==> config.mk <==
export PLATFORM = sky130hd
export DESIGN_NAME = fir_src_gen
export DESIGN_NICKNAME = d
export VERILOG_FILES = /design/src/rtl/fir_src_gen.sv
export SDC_FILE = /design/constraint.sdc
export NUM_CORES = 1
export LEC_CHECK = 0
export CAP_MARGIN = 20
export CORE_MARGIN = 4
export CORE_UTILIZATION = 34
export DETAILED_ROUTE_END_ITERATION = 16
export SLEW_MARGIN = 20
export SYNTH_ARGS = -nofsm -noshare
export SYNTH_HDL_FRONTEND = slang
export SYNTH_SLANG_ARGS = --single-unit
==> constraint.sdc <==
create_clock -name sclk -period 6.19 [get_ports sclk]
set_clock_uncertainty 0.15 [all_clocks]
set_input_delay 1.238 -clock sclk [delete_from_list [all_inputs] [get_ports sclk]]
set_output_delay 1.238 -clock sclk [all_outputs]
set_load 0.05 [all_outputs]
==> src/rtl/fir_src_gen.sv <==
// Stimulus generator for the FIR sample input: emits an impulse, step, ramp or square
// sequence at a programmable period, then a zero tail to drain the filter delay line.
module fir_src_gen #(
    parameter int DATA_WIDTH = 16,
    parameter int LEN_WIDTH  = 16,
    parameter int DIV_WIDTH  = 8,
    parameter int FLUSH_LEN  = 9,
    parameter int HALF_PER   = 8
) (
    input  logic                  sclk,
    input  logic                  s_rst,
    input  logic                  start,
    input  logic [1:0]            mode,
    input  logic [DATA_WIDTH-1:0] amp,
    input  logic [LEN_WIDTH-1:0]  len,
    input  logic [DIV_WIDTH-1:0]  div,
    output logic [DATA_WIDTH-1:0] smp_out,
    output logic                  smp_vld,
    output logic                  busy,
    output logic                  done
);

    typedef enum logic [1:0] {IDLE, RUN, FLUSH, DONE} state_t;

    state_t                state_q, state_d;
    logic [1:0]            mode_q, mode_d;
    logic [DATA_WIDTH-1:0] amp_q, amp_d;
    logic [LEN_WIDTH-1:0]  len_q, len_d;
    logic [DIV_WIDTH-1:0]  div_q, div_d;
    logic [LEN_WIDTH-1:0]  k_q, k_d;
    logic [DIV_WIDTH-1:0]  cnt_q, cnt_d;
    logic [DATA_WIDTH-1:0] acc_q, acc_d;
    logic [DATA_WIDTH-1:0] smp_out_q, smp_out_d;
    logic                  smp_vld_q, smp_vld_d;
    logic                  busy_q, busy_d;
    logic                  done_q, done_d;

    // acc_v carries k*amp (mod 2^DATA_WIDTH) so the ramp needs no multiplier
    function automatic logic [DATA_WIDTH-1:0] wave_val(
        input logic [1:0]            m,
        input logic [DATA_WIDTH-1:0] a,
        input logic [LEN_WIDTH-1:0]  k,
        input logic [DATA_WIDTH-1:0] acc_v
    );
        logic [LEN_WIDTH-1:0] half_idx;
        half_idx = k / LEN_WIDTH'(HALF_PER);
        case (m)
            2'd0:    return (k == '0) ? a : '0;
            2'd1:    return a;
            2'd2:    return acc_v;
            default: return half_idx[0] ? '0 : a;
        endcase
    endfunction

    always_comb begin
        state_d   = state_q;
        mode_d    = mode_q;
        amp_d     = amp_q;
        len_d     = len_q;
        div_d     = div_q;
        k_d       = k_q;
        cnt_d     = cnt_q;
        acc_d     = acc_q;
        smp_out_d = smp_out_q;
        smp_vld_d = 1'b0;
        busy_d    = busy_q;
        done_d    = 1'b0;
        case (state_q)
            IDLE: begin
                smp_out_d = '0;
                busy_d    = 1'b0;
                if (start) begin
                    mode_d    = mode;
                    amp_d     = amp;
                    len_d     = len;
                    div_d     = div;
                    k_d       = '0;
                    cnt_d     = '0;
                    acc_d     = '0;
                    busy_d    = 1'b1;
                    smp_vld_d = 1'b1;
                    if (len != '0) begin
                        state_d   = RUN;
                        smp_out_d = wave_val(mode, amp, '0, '0);
                    end else begin
                        state_d = FLUSH;
                    end
                end
            end
            RUN: begin
                if (cnt_q == div_q) begin
                    cnt_d     = '0;
                    smp_vld_d = 1'b1;
                    if (k_q == len_q - LEN_WIDTH'(1)) begin
                        state_d   = FLUSH;
                        k_d       = '0;
                        acc_d     = '0;
                        smp_out_d = '0;
                    end else begin
                        k_d       = k_q + LEN_WIDTH'(1);
                        acc_d     = acc_q + amp_q;
                        smp_out_d = wave_val(mode_q, amp_q, k_q + LEN_WIDTH'(1), acc_q + amp_q);
                    end
                end else begin
                    cnt_d = cnt_q + DIV_WIDTH'(1);
                end
            end
            FLUSH: begin
                if (cnt_q == div_q) begin
                    cnt_d     = '0;
                    smp_out_d = '0;
                    if (k_q == LEN_WIDTH'(FLUSH_LEN - 1)) begin
                        state_d = DONE;
                        k_d     = '0;
                        busy_d  = 1'b0;
                        done_d  = 1'b1;
                    end else begin
                        k_d       = k_q + LEN_WIDTH'(1);
                        smp_vld_d = 1'b1;
                    end
                end else begin
                    cnt_d = cnt_q + DIV_WIDTH'(1);
                end
            end
            default: begin
                state_d   = IDLE;
                smp_out_d = '0;
                busy_d    = 1'b0;
            end
        endcase
    end

    always_ff @(posedge sclk) begin
        if (s_rst) begin
            state_q   <= IDLE;
            mode_q    <= '0;
            amp_q     <= '0;
            len_q     <= '0;
            div_q     <= '0;
            k_q       <= '0;
            cnt_q     <= '0;
            acc_q     <= '0;
            smp_out_q <= '0;
            smp_vld_q <= 1'b0;
            busy_q    <= 1'b0;
            done_q    <= 1'b0;
        end else begin
            state_q   <= state_d;
            mode_q    <= mode_d;
            amp_q     <= amp_d;
            len_q     <= len_d;
            div_q     <= div_d;
            k_q       <= k_d;
            cnt_q     <= cnt_d;
            acc_q     <= acc_d;
            smp_out_q <= smp_out_d;
            smp_vld_q <= smp_vld_d;
            busy_q    <= busy_d;
            done_q    <= done_d;
        end
    end

    assign smp_out = smp_out_q;
    assign smp_vld = smp_vld_q;
    assign busy    = busy_q;
    assign done    = done_q;

endmodule

; ---- Word-level counts from Yosys, hierarchy flattened
; Index checks and enable logic that the tools add are counted.
[op_classes]
n_addsub = 4
eq_ne = 13
n_mux = 38
bitwise_logic = 3
n_reduce_logical = 16
[ops]
columns = cell, n
row1 = $mux W16, 15
row2 = $pmux W16 S3, 3
row3 = $pmux W16 S2, 1
row4 = $add A16 B1 Y16 const B, 1
row5 = $add A16 B16 Y16, 1
row6 = $eq A16 B16 Y1, 1
row7 = $eq A16 B4 Y1 const B, 1
row8 = $logic_not A16 Y1, 1
row9 = $mux W8, 2
row10 = $pmux W8 S2, 1
row11 = $reduce_bool A16 Y1, 1
row12 = $sub A16 B1 Y16 const B, 1
row13 = $mux W2, 6
row14 = $ne A2 B2 Y1 const B, 5
row15 = $add A8 B1 Y8 const B, 1
row16 = $eq A8 B8 Y1, 1
row17 = $mux W1, 7
row18 = $eq A2 B2 Y1 const B, 3
row19 = $pmux W1 S3, 2
row20 = $pmux W2 S3, 1
row21 = $reduce_and A2 Y1, 3
row22 = $reduce_and A3 Y1, 2
row23 = $reduce_and A5 Y1, 1
row24 = $eq A2 B1 Y1 const B, 2
row25 = other kinds (7), 11
[totals]
reg_bits = 103
output_inout_bits = 19
word_cells = 86

; ---- Logic depth before layout (Yosys ltp)
[logic_depth]
ltp_word = 7
mapped_depth = 12
mapped_depth_nobuf = 11

; ---- Worst setup path before layout
; No wires, ideal clock.
[synth_path]
path_kind = register to register
from = reg len_q[3]
to = reg state_q[1]
arrival_time_ns = 3.369
t_required_ns = 5.970
slack_ns = 2.601
path_stages_with_launch = 10
path_buffers = 1
synth_period_minus_slack_ns = 3.589
path_cell_list = dfxtp_1 buf_6 or4_4 or3_4 or4_4 a221oi_2 a41oi_2 or4_4 or3_1 a21oi_1
[synth_via]
elab_chain_cells = 4
[synth_rtl]
columns = item, line_no
row1 = from (decl), 28  ; logic [LEN_WIDTH-1:0] len_q, len_d;
row2 = from (signal assigned), 151  ; len_q <= len_d;
row3 = $sub A16 B1 Y16, 94  ; if (k_q == len_q - LEN_WIDTH'(1)) begin
row4 = $eq A16 B16 Y1, 94
row5 = $ne A2 B2 Y1 (no source line), --
row6 = $reduce_and A5 Y1 (no source line), --
row7 = to (signal assigned), 148  ; state_q <= state_d;
row8 = to (decl), 25  ; state_t state_q, state_d;
; No other way between the ends.
; A chain may end at the register's enable or synchronous reset.

; ---- Final worst setup path
[layout_path]
from = reg len_q[3]
to = reg k_q[15]
[layout_via]
elab_chain_cells = 5
[layout_rtl]
columns = item, line_no
row1 = $sub A16 B1 Y16, 94
row2 = $eq A16 B16 Y1, 94
row3 = $mux W16, 94
row4 = $mux W16, 91  ; if (cnt_q == div_q) begin
row5 = $pmux W16 S3, 68  ; case (state_q)
row6 = to (signal assigned), 153  ; k_q <= k_d;
row7 = to (decl), 30  ; logic [LEN_WIDTH-1:0] k_q, k_d;
; No other way between the ends. The select of a mux whose other input is x is not followed.

==> implementation parameters <==
Parameter                              Value

Run status
  Status    finished, final reports clean

Detailed routing
  Residual DRC count    0
  Antenna-violating nets left    0
  Vias per Instance    5.50
  Total wire length after detailed routing    ~17000 um
  Number of vias in the routed layout    5739
  Number of iterations in the first detailed-routing pass    5
  Starting DRT DRC Count    ~400
  Routed length per instance    16.1 um

Yosys
  Area share of xor/xnor cells in the synthesized design    0.0698
  Dominant synthesized flop cell    dfxtp_1
  Adder-cell share of the synthesized area    0.0521
  Yosys reg bits    roughly 100
  Post-synthesis compound-gate area fraction    0.242
  Largest area contributor in the synthesized netlist    dfxtp_1
  Distinct cell type count of the synthesized netlist    between 60 and 70
  Simple logic cell fraction of the synthesized area    0.248
  Synth top area share    0.335
  Syn_nets    approximately 860
  Mean area per synthesized cell    between 7 and 8 sq um
  Multiplexer fraction of the synthesized cell area    0.00671
  Post-Synthesis Cell Area    ~6100 sq um
  Cells after synthesis    789
  Async set or reset register ratio after synthesis    0
  Post-synth EDFFs    0
  Dominant combinational cell family by area after synthesis    simple AND/OR/NAND/NOR gates
  Biggest area contributors in the synthesized netlist    dfxtp_1, nand2_1, a21oi_1
  Number of warnings issued by yosys    0
  Share of synthesized area occupied by flip-flops and latches    0.335

Global routing
  Total GRT Usage    0.167
  Pin count of the biggest net entering global routing    60
  Total overflow reported by the global router    0
  Global-route wire length before repair    around 28000 um
  Number of antenna violations at the first check in global routing    0
  Number of global-route vias before repair    around 5400

Die
  Number of placed I/O pins    64
  Starting density of the core    0.351
  Die Ht    between 100 and 150 um
  Full die area    a little over 20000 sq um
  CORE AREA    about 18000 sq um
  Site row count    between 40 and 50
  Die width    roughly 140 um

Layout
  Proportion of layout cells with a drive suffix above 1    0.0635
  Leading cell types in the layout, fill and taps excluded    nand2_1, dfxtp_1, a21oi_1, clkdlybuf4s50_1, nor2_1
  Non-filler instance count after layout    1044
  Most common library cell in the layout ignoring fill and taps    nand2_1
  Share of the core filled with cells    0.412
  Final cell area excluding filler cells    7220 sq um
  Layout net count    just under 900
  Signed area change from the synthesized netlist to the final layout    17.4%
  Number of antenna repair diodes    0

Power and ir drop
  PwrDens    349 nW/um^2
  Internal Pwr Total    ~1500 uW
  Switching component of the power    between 1000 and 1500 uW
  Clock network fraction of design power    0.250
  Switching fraction of total power    0.413
  Leakage power of the design    between 0.002 and 0.003 uW
  Comb power frac    0.418
  Max IR drop VDD    about 0.00014 V
  Sequential cell fraction of total power    0.332

Setup path
  Nature of the critical path startpoint    flip-flop
  Setup crit end kind    flip-flop
  Peak fanout along the critical path    27
  Worst Reg-to-Reg Cells    9
  CP Data Required Time    between 6000 and 7000 ps
  Launch point of the worst reg-to-reg path    len_q[3]$_SDFFE_PP0P_
  Crit Path Category    reg2reg
  Critical path origin    len_q[3]$_SDFFE_PP0P_
  Arrival time at the worst endpoint    about 4000 ps
  Register-to-Register Setup Slack    approximately 2300 ps
  Worst reg2reg path endpoint    k_q[15]$_SDFFE_PP0P_

Clock tree
  Post-CTS setup repair buffer count    0
  Sinks on Clock Net    a little over 100
  Post-cts resize count    0
  Root buffer cell    clkbuf_16
  Maximum clock insertion buffer count    2
  Clk pin slew, worst setup/hold paths    around 70 ps
  H-tree levels    3
  TritonCTS clock tree    done
  Later-pin clock latency in the skew report    350 ps
  Post-cts hold buffer count    0
  Number of buffers inserted during clock tree synthesis    9

Timing
  Minimum period implied by the final worst setup slack    3890 ps
  RSZ-0062 raised after global routing    no
  Worst Max-Slew Pin Slew    1130 ps
  Max-slew violation count    0
  Total count of hold-check failures in the final report    0
  TNS Setup    0 ps
  Slew HR    0.245
  Ratio of final minimum period to clock period    0.628
  Final setup violation count    0
  Worst setup slack after layout    roughly 2300 ps
  Maximum clock rate    ~260 MHz

Placement
  Cell total after placement    between 1000 and 1500
  Worst Setup Slack post-DPL    roughly 2100 ps
  IO Port Bufs    63
  Global placement routability congestion    0.835
  Total cell area at the placement stage    between 6000 and 7000 sq um
  Total half-perimeter wirelength after legalization and detailed placement    about 12000 um

Hold path
  Worst Hold Class    reg2reg
  Critical hold path startpoint    acc_q[0]$_SDFFE_PP0P_
  Hold Crit Endpoint    acc_q[0]$_SDFFE_PP0P_
  Worst Hold Depth    2

Job
  MaxCap Viol Count    0
[worst max-delay path, stage by stage (launching register included)]
cell      delay, ps
dfxtp_1         400
or4_4           580
or3_4           370
or4_4           520
a221oi_2        290
a41oi_2         160
buf_4           270
o21ai_0         360
a21oi_1         350
a31o_2          330
[state kept, by name (all words and copies together), names as in the netlist]
register  count
k_q          16
len_q        16
cnt_q         8
busy          1
smp_vld       1
div_q         8
done          1
mode_q        2
state_q       2
acc_q        16
amp_q        16
smp_out      16
[layer usage]
metal / routed length (um) / part of all wire / up-vias / track usage
li1: - / - / 2912 / -
met1: 8020 / 0.48 / 2737 / 0.222
met2: 8090 / 0.48 / 76 / 0.280
met3: 501 / 0.030 / 14 / 0.0282
met4: 194 / 0.012 / 0 / 0.0440
met5: 0 / 0 / - / 0
[synth_stat cells, drive strengths merged, types with 6 or more instances]
| cell type | number |
|---|---|
| a21boi | 6 |
| a22oi | 6 |
| nor2b | 10 |
| a221oi | 9 |
| or3 | 15 |
| nor4 | 13 |
| a21oi | 74 |
| or2 | 9 |
| a31o | 11 |
| nand4 | 12 |
| nor3 | 17 |
| xnor2 | 33 |
| nand2 | 137 |
| and3 | 6 |
| nor2 | 41 |
| dfxtp | 103 |
| and2 | 7 |
| o21a | 10 |
| xor2 | 16 |
| clkbuf | 52 |
| a32oi | 21 |
| nand3 | 26 |
| o21ai | 29 |
| ha | 24 |
| inv | 16 |
[cell families (layout without fill, tap and decap cells)]
group / Yosys count / after routing
mux: 4 / 4
compound gates: 220 / 220
xor+xnor: 49 / 49
fa+ha+maj: 25 / 25
buf+inv: 73 / 103
flops: 103 / 103
simple gates: 315 / 315
[how the worst max path moves through the flow]
stage	to	slack, ps	depth (start not counted)
after global placement	k_q[10]$_SDFFE_PP0P_	2090	9
final	k_q[15]$_SDFFE_PP0P_	2300	9
after detailed placement	k_q[15]$_SDFFE_PP0P_	2090	9
after global routing	k_q[12]$_SDFFE_PP0P_	2050	9
after CTS	k_q[10]$_SDFFE_PP0P_	2070	9
after floorplan	state_q[1]$_SDFFE_PP0P_	2600	9
[layout make-up]
cell class | count | area [sq um]
flip-flops and latches | 103 | 2060
well taps | 225 | 282
multi-input cells | 613 | 3810
inverters | 17 | 63.8
clock buffers | 11 | 243
fillers | 1842 | 10300
repair buffers | 70 | 678
clock inverters | 5 | 81.3
[power by group through the flow]
stage	Combinational (uW)	Sequential (uW)	Clock, uW
floorplan	706	897	0
global placement	1050	851	0
detailed placement	1050	853	0
CTS	1050	838	648
global route	1170	852	667
finish	1050	836	630
[through the flow]
stage | power, uW | hold WS (ps)
after CTS | 2540 | 310
after detailed placement | 1900 | 300
after floorplan | 1600 | 286
after global placement | 1900 | 294
final | 2520 | 311
after global routing | 2680 | 325
Note: power is estimated with default switching activity, not from simulation.
